--- config.mk ---
export PLATFORM = sky130hd
export DESIGN_NAME = wptr_full_ctrl_flat
export DESIGN_NICKNAME = d
export VERILOG_FILES = /design/src/rtl/wptr_full_ctrl_pkg.sv /design/src/rtl/wptr_full_ctrl_if.sv /design/src/rtl/wptr_full_ctrl_gray_sync.sv /design/src/rtl/wptr_full_ctrl.sv /design/src/flat_wrapper.sv
export SDC_FILE = /design/constraint.sdc
export NUM_CORES = 1
export LEC_CHECK = 0
export CAP_MARGIN = 20
export CORE_ASPECT_RATIO = 0.9
export CORE_MARGIN = 5
export CORE_UTILIZATION = 57
export CTS_BUF_LIST = sky130_fd_sc_hd__clkbuf_8
export CTS_CLUSTER_DIAMETER = 50
export CTS_CLUSTER_SIZE = 25
export DETAILED_ROUTE_END_ITERATION = 10
export HOLD_SLACK_MARGIN = 0.03
export MAX_ROUTING_LAYER = met4
export PLACE_DENSITY_LB_ADDON = 0.3
export SLEW_MARGIN = 20
export SYNTH_ARGS = -nofsm -noshare
export SYNTH_HDL_FRONTEND = slang
export SYNTH_HIERARCHICAL = 1
export SYNTH_SLANG_ARGS = --single-unit
--- constraint.sdc ---
create_clock -name w_clk -period 7.2 [get_ports w_clk]
set_input_delay 2.16 -clock w_clk [delete_from_list [all_inputs] [get_ports w_clk]]
set_output_delay 2.16 -clock w_clk [all_outputs]
set_load 0.01 [all_outputs]
--- src/rtl/wptr_full_ctrl_pkg.sv ---
// rtl/wptr_full_ctrl_pkg.sv - shared async FIFO constants and Gray/binary helpers
package async_fifo_pkg;

   localparam int DEFAULT_ADDR_W      = 8;
   localparam int DEFAULT_SYNC_STAGES = 2;

   // Only the low 'width' bits are meaningful; upper bits are forced to zero
   // so that the prefix-XOR below does not pull garbage down.
   function automatic logic [31:0] width_mask(input int unsigned width);
      logic [31:0] mask;
      if (width >= 32)
         mask = '1;
      else
         mask = (32'd1 << width) - 32'd1;
      return mask;
   endfunction

   function automatic logic [31:0] gray_to_bin(input logic [31:0] gray, input int unsigned width);
      logic [31:0] bin;
      bin = gray & width_mask(width);
      for (int s = 1; s < 32; s = s * 2)
         bin = bin ^ (bin >> s);
      return bin;
   endfunction

   function automatic logic [31:0] bin_to_gray(input logic [31:0] bin, input int unsigned width);
      logic [31:0] b;
      b = bin & width_mask(width);
      return b ^ (b >> 1);
   endfunction

endpackage

--- src/rtl/wptr_full_ctrl_if.sv ---
// rtl/wptr_full_ctrl_if.sv - write-side client/controller signal bundle
interface wptr_full_ctrl_if #(
   parameter int ADDR_W = async_fifo_pkg::DEFAULT_ADDR_W
);
   logic              w_inc;
   logic [ADDR_W:0]   rptr_gray;
   logic [ADDR_W:0]   w_afull_thresh;
   logic              w_ovf_clr;
   logic [ADDR_W-1:0] waddr;
   logic [ADDR_W:0]   wptr;
   logic              wfull;
   logic              w_afull;
   logic [ADDR_W:0]   w_count;
   logic              w_overflow;

   modport master (
      output w_inc, rptr_gray, w_afull_thresh, w_ovf_clr,
      input  waddr, wptr, wfull, w_afull, w_count, w_overflow
   );

   modport slave (
      input  w_inc, rptr_gray, w_afull_thresh, w_ovf_clr,
      output waddr, wptr, wfull, w_afull, w_count, w_overflow
   );
endinterface

--- src/rtl/wptr_full_ctrl_gray_sync.sv ---
// rtl/wptr_full_ctrl_gray_sync.sv - multi-flop synchroniser for a Gray-coded pointer
module gray_sync #(
   parameter int WIDTH  = async_fifo_pkg::DEFAULT_ADDR_W + 1,
   parameter int STAGES = async_fifo_pkg::DEFAULT_SYNC_STAGES
) (
   input  logic             clk_i,
   input  logic             rst_i,
   input  logic [WIDTH-1:0] d_i,
   output logic [WIDTH-1:0] q_o
);
   logic [WIDTH-1:0] sync_q [STAGES];

   // Shift the foreign-domain value through STAGES flops; only one bit of a
   // Gray pointer moves at a time, so a metastable first stage resolves to
   // either the old or the new pointer.
   always_ff @(posedge clk_i or posedge rst_i) begin
      if (rst_i) begin
         for (int i = 0; i < STAGES; i++)
            sync_q[i] <= '0;
      end else begin
         sync_q[0] <= d_i;
         for (int i = 1; i < STAGES; i++)
            sync_q[i] <= sync_q[i-1];
      end
   end

   assign q_o = sync_q[STAGES-1];
endmodule

--- src/rtl/wptr_full_ctrl.sv ---
// rtl/wptr_full_ctrl.sv - write-domain pointer, full/almost-full, count and overflow controller
module wptr_full_ctrl
   import async_fifo_pkg::*;
#(
   parameter int ADDR_W      = DEFAULT_ADDR_W,
   parameter int SYNC_STAGES = DEFAULT_SYNC_STAGES
) (
   input  logic             w_clk,
   input  logic             w_rst,
   wptr_full_ctrl_if.slave  bus
);
   localparam int              PW    = ADDR_W + 1;
   localparam logic [PW-1:0]   DEPTH = {1'b1, {ADDR_W{1'b0}}};

   logic [PW-1:0] wbin_q,  wbin_d;
   logic [PW-1:0] wgray_q, wgray_d;
   logic          wfull_q, wfull_d;
   logic          afull_q, afull_d;
   logic [PW-1:0] count_q, count_d;
   logic          ovf_q,   ovf_d;

   logic [PW-1:0] rptr_sync;
   logic [PW-1:0] rbin;
   logic          accept;

   gray_sync #(
      .WIDTH  (PW),
      .STAGES (SYNC_STAGES)
   ) u_rptr_sync (
      .clk_i (w_clk),
      .rst_i (w_rst),
      .d_i   (bus.rptr_gray),
      .q_o   (rptr_sync)
   );

   assign rbin = PW'(gray_to_bin(32'(rptr_sync), PW));

   // Next pointer and flag values; full/count are judged against the
   // post-write pointer so the flags line up with the registered pointer.
   always_comb begin
      accept  = bus.w_inc & ~wfull_q;
      wbin_d  = wbin_q + PW'(accept);
      wgray_d = PW'(bin_to_gray(32'(wbin_d), PW));
      // Full when the pointers match except for the two MSBs of the Gray code,
      // i.e. the writer is exactly one lap ahead of the synchronised reader.
      wfull_d = (wgray_d == {~rptr_sync[ADDR_W:ADDR_W-1], rptr_sync[ADDR_W-2:0]});
      count_d = wbin_d - rbin;
      afull_d = (bus.w_afull_thresh != '0) && (count_d >= bus.w_afull_thresh);
      ovf_d   = ovf_q;
      if (bus.w_inc && wfull_q)
         ovf_d = 1'b1;
      else if (bus.w_ovf_clr)
         ovf_d = 1'b0;
   end

   // State registers; cleared asynchronously so a reset mid-burst takes
   // effect before the next edge.
   always_ff @(posedge w_clk or posedge w_rst) begin
      if (w_rst) begin
         wbin_q  <= '0;
         wgray_q <= '0;
         wfull_q <= 1'b0;
         afull_q <= 1'b0;
         count_q <= '0;
         ovf_q   <= 1'b0;
      end else begin
         wbin_q  <= wbin_d;
         wgray_q <= wgray_d;
         wfull_q <= wfull_d;
         afull_q <= afull_d;
         count_q <= count_d;
         ovf_q   <= ovf_d;
      end
   end

   assign bus.waddr      = wbin_q[ADDR_W-1:0];
   assign bus.wptr       = wgray_q;
   assign bus.wfull      = wfull_q;
   assign bus.w_afull    = afull_q;
   assign bus.w_count    = count_q;
   assign bus.w_overflow = ovf_q;

   a_no_accept_when_full: assert property (
      @(posedge w_clk) disable iff (w_rst) !(accept && wfull_q));

   a_gray_one_bit: assert property (
      @(posedge w_clk) disable iff (w_rst) $countones(wgray_q ^ $past(wgray_q)) <= 1);

   a_count_bounded: assert property (
      @(posedge w_clk) disable iff (w_rst) count_q <= DEPTH);

   a_clean_after_reset: assert property (
      @(posedge w_clk) $fell(w_rst) |->
         (wbin_q == '0 && wgray_q == '0 && !wfull_q && !afull_q && count_q == '0 && !ovf_q));
endmodule
--- src/flat_wrapper.sv ---
// flat-port wrapper written by rule: the top's interface ports become plain ports
module wptr_full_ctrl_flat import async_fifo_pkg::*;
#(
   parameter int ADDR_W      = DEFAULT_ADDR_W,
   parameter int SYNC_STAGES = DEFAULT_SYNC_STAGES
)
  (w_clk, w_rst, bus_w_inc, bus_rptr_gray, bus_w_afull_thresh, bus_w_ovf_clr, bus_waddr, bus_wptr, bus_wfull, bus_w_afull, bus_w_count, bus_w_overflow);
  wptr_full_ctrl_if #(.ADDR_W(ADDR_W)) bus_i ();
  input  logic w_clk;
  input  logic w_rst;
  input wire logic [$bits(bus_i.w_inc)-1:0] bus_w_inc;
  input wire logic [$bits(bus_i.rptr_gray)-1:0] bus_rptr_gray;
  input wire logic [$bits(bus_i.w_afull_thresh)-1:0] bus_w_afull_thresh;
  input wire logic [$bits(bus_i.w_ovf_clr)-1:0] bus_w_ovf_clr;
  output wire logic [$bits(bus_i.waddr)-1:0] bus_waddr;
  output wire logic [$bits(bus_i.wptr)-1:0] bus_wptr;
  output wire logic [$bits(bus_i.wfull)-1:0] bus_wfull;
  output wire logic [$bits(bus_i.w_afull)-1:0] bus_w_afull;
  output wire logic [$bits(bus_i.w_count)-1:0] bus_w_count;
  output wire logic [$bits(bus_i.w_overflow)-1:0] bus_w_overflow;
  assign bus_i.w_inc = bus_w_inc;
  assign bus_i.rptr_gray = bus_rptr_gray;
  assign bus_i.w_afull_thresh = bus_w_afull_thresh;
  assign bus_i.w_ovf_clr = bus_w_ovf_clr;
  assign bus_waddr = bus_i.waddr;
  assign bus_wptr = bus_i.wptr;
  assign bus_wfull = bus_i.wfull;
  assign bus_w_afull = bus_i.w_afull;
  assign bus_w_count = bus_i.w_count;
  assign bus_w_overflow = bus_i.w_overflow;
  wptr_full_ctrl #(.ADDR_W(ADDR_W), .SYNC_STAGES(SYNC_STAGES)) u_core (.w_clk(w_clk), .w_rst(w_rst), .bus(bus_i));
endmodule
==> key figures <==
Yosys
  • Post-Syn Nets: 265
  • Syn Area/Cell: 11.3 µm²
  • Yosys top cell by area: dfrtp_1
  • Most common cell in the netlist: dfrtp_1
  • Share of the synthesized area in the top cell type: 46.7%
  • Post-Syn Instances: 223
  • Yosys reg bits: 47
  • Ys flop type: dfrtp_1
  • Post-synth EDFFs: 0
  • Synth top area cells: dfrtp_1, ha_1, xnor2_1, xor2_1, inv_1
  • Most common library cells after synthesis: dfrtp_1, xnor2_1, inv_1
  • Count of cell types in the netlist: 45
  • Synth warn: 6
  • Post-Synthesis Cell Area: 2520 µm²
  • Asr flop ratio synth: 100%
  • Post-synthesis sequential area ratio: 46.7%

STA
  • Worst Slack Setup Final: 1660 ps
  • Period minus WS final: 5540 ps
  • Clk_skew: 14.4 ps
  • Setup Viol. Count Final: 0
  • Peak Freq: 0.181 GHz
  • Final worst-path cycle share: 76.9%
  • RSZ-0062 raised after global routing: false
  • Final Max Slew Viols: 0
  • Worst slew pin tran: 684 ps
  • Final hold vios: 0
  • Slew margin rel.: 54.1%
  • Setup TNS: 0 ps

Die
  • Die Area: 5850 µm²
  • Core area: 4370 µm²
  • Rows: 23
  • Floorplan die width: 80.1 µm
  • Initial Util: 57.6%
  • DIE HEIGHT: 73.0 µm
  • I/O pins: 51

Critical path
  • CP endpoint: u_core/bus.w_afull$_DFF_PP0_
  • Worst reg2reg setup slack: 2850 ps
  • Worst reg2reg path depth: 17
  • Reg2reg start: u_core/u_rptr_sync/q_o[7]$_DFF_PP0_
  • Crit path max fanout: 7
  • Critical Path Source: bus_w_inc
  • Worst reg2reg endpoint: u_core/bus.w_afull$_DFF_PP0_
  • CP Class: in2reg
  • Worst setup SP type: input port
  • Worst EP required: 7400 ps
  • Crit path capture type: register
  • Arrival @ worst endpoint: 5740 ps

CTS
  • Number of setup buffers added after CTS: 0
  • H-tree depth: 2
  • CTS Buf Count: 5
  • Skew-Pair Late Insertion Delay: 310 ps
  • Hold buffers post-CTS: 0
  • Clock Pin Slew Worst Setup and Hold Paths: 90 ps
  • Root Driver: clkbuf_8
  • Max clock buf depth: 2
  • CTS tree: yes
  • Clk sinks: 47
  • Cells resized by post-CTS repair: 0

Power
  • Switching part of the total power: 38.6%
  • Pwr Density: 415 nW/µm²
  • Comb pwr share: 57.6%
  • Part of the power in registers: 29.4%
  • Internal power component: 794 µW
  • VDD IR-drop max: 247 µV
  • Clock power share: 13.0%
  • Psw: 499 µW
  • P_leak: 1.45 nW

Cells and area
  • Final core occ: 71.2%
  • Syn-to-layout area delta: 23.8%
  • Nets: 312
  • # diodes: 0
  • Final std cells w/o fill: 333
  • Share of cells above drive strength 1: 8.12%

Global routing
  • Vias in the first global route: 1663
  • Total GRT Usage: 17.7%
  • First-pass GRT wire length: 7650 µm
  • Initial antenna violation count: 0
  • Pin count of the biggest net entering global routing: 30
  • Congestion Overflow GR: 0

Run status
  • Run status: finished, final reports clean

Routing
  • DRT Wirelength: 4520 µm
  • Via count: 1644
  • Number of vias per cell: 4.94
  • Drt wl/cell: 13.6 µm
  • # DRC: 0
  • Post-route ant nets: 0
  • Drt first pass iters: 4
  • 1st-iter DRT viols: 28

Placement
  • Post-DP HPWL: 3460 µm
  • Post-place setup slack: 1340 ps
  • GPL Wtd Cong: 0.816
  • Dpl cells: 325
  • Number of port buffers: 50

Job
  • Max-cap violations: 0

Hold path
  • Hold Crit Class: reg2reg
## area by class of cell
cell class / instances / area, µm²
fillers: 357 / 1260
flip-flops and latches: 47 / 1180
multi-input cells: 135 / 1140
repair buffers: 51 / 508
inverters: 30 / 113
clock buffers: 6 / 82.6
well taps: 62 / 77.6
clock inverters: 2 / 16.3
## metal layers
layer  global-route usage, %  share of wire (%)  vias to the layer above
met2                    27.5                 45                       54
met4                    6.75                1.9                        0
li1                        -                  -                      818
met3                    4.07                6.0                       10
met1                    22.6                 47                      762
met5                       -                  0                        -
## worst max-delay path, cell delays in order
cell,delay (ps)
clkdlybuf4s50_1,470
nor2b_1,210
ha_1,290
nand3_2,130
xnor2_1,570
ha_1,380
o211ai_1,110
mux2i_1,120
nor4_2,220
o21a_2,200
o21bai_2,60
a21oi_2,140
xnor2_1,150
ha_1,260
nor2_1,100
a31oi_1,50
o31a_1,110
## worst min-delay path by stage
stage	from	to	slack (ps)	cells past startpoint
after floorplan	u_core/u_rptr_sync/sync_q[9]$_DFF_PP0_	u_core/u_rptr_sync/q_o[0]$_DFF_PP0_	330	0
after CTS	u_core/u_rptr_sync/sync_q[10]$_DFF_PP0_	u_core/u_rptr_sync/q_o[1]$_DFF_PP0_	350	0
final	u_core/u_rptr_sync/sync_q[10]$_DFF_PP0_	u_core/u_rptr_sync/q_o[1]$_DFF_PP0_	350	0
after global placement	u_core/u_rptr_sync/sync_q[13]$_DFF_PP0_	u_core/u_rptr_sync/q_o[4]$_DFF_PP0_	330	0
after detailed placement	u_core/u_rptr_sync/sync_q[10]$_DFF_PP0_	u_core/u_rptr_sync/q_o[1]$_DFF_PP0_	330	0
after global routing	u_core/u_rptr_sync/sync_q[13]$_DFF_PP0_	u_core/u_rptr_sync/q_o[4]$_DFF_PP0_	360	0
## placed cells by master, fill, tap and decap left out, types with 2 or more instances in the layout
| cell type | instances |
|---|---|
| clkdlybuf4s50_1 | 50 |
| dfrtp_1 | 47 |
| xnor2_1 | 27 |
| inv_1 | 25 |
| ha_1 | 19 |
| nor2_1 | 12 |
| xor2_1 | 11 |
| nand2_1 | 7 |
| a21oi_1 | 7 |
| clkbuf_8 | 6 |
| o21ai_0 | 5 |
| inv_2 | 4 |
| nand3_1 | 4 |
| nor3_1 | 4 |
| nand4_1 | 3 |
| nor4_1 | 2 |
| o211ai_1 | 2 |
| o21ai_1 | 2 |
| and3_1 | 2 |
| a31oi_1 | 2 |
| nor2b_1 | 2 |
| a21o_1 | 2 |
## state kept, by name, indices dropped and copies added (netlist names)
name	flops
u_core/bus.w_afull	1
u_core/bus.w_count	9
u_core/bus.wfull	1
u_core/bus.w_overflow	1
u_core/u_rptr_sync/q_o	9
u_core/bus.wptr	8
u_core/wbin_q	9
u_core/u_rptr_sync/sync_q	9
## power groups by stage
| stage | sequential, mW | combinational [mW] | clock (mW) |
|---|---|---|---|
| after floorplan | 0.408 | 0.486 | 0 |
| after global placement | 0.385 | 0.732 | 0 |
| after detailed placement | 0.386 | 0.744 | 0 |
| after CTS | 0.381 | 0.754 | 0.173 |
| after global routing | 0.393 | 0.837 | 0.181 |
| final | 0.381 | 0.744 | 0.168 |
## through the flow
step / hold WS (ps) / instance area, µm² / total power, mW
after floorplan: 331 / 2520 / 0.894
after global placement: 331 / 3020 / 1.12
after detailed placement: 335 / 3020 / 1.13
after CTS: 355 / 3120 / 1.31
after global routing: 361 / 3120 / 1.41
final: 353 / 3120 / 1.29
## cells by family after synthesis
logic type,after synthesis,synth area share [%]
AND/OR/NAND/NOR,42,8.80
AO/OA/AOI/OAI,28,7.26
multiplexers,1,0.398
buffers and inverters,41,7.90
flip-flops,47,46.7
XOR/XNOR,44,18.7
adder cells (fa/ha/maj),20,10.2
Power figures use the tool's default switching activity.
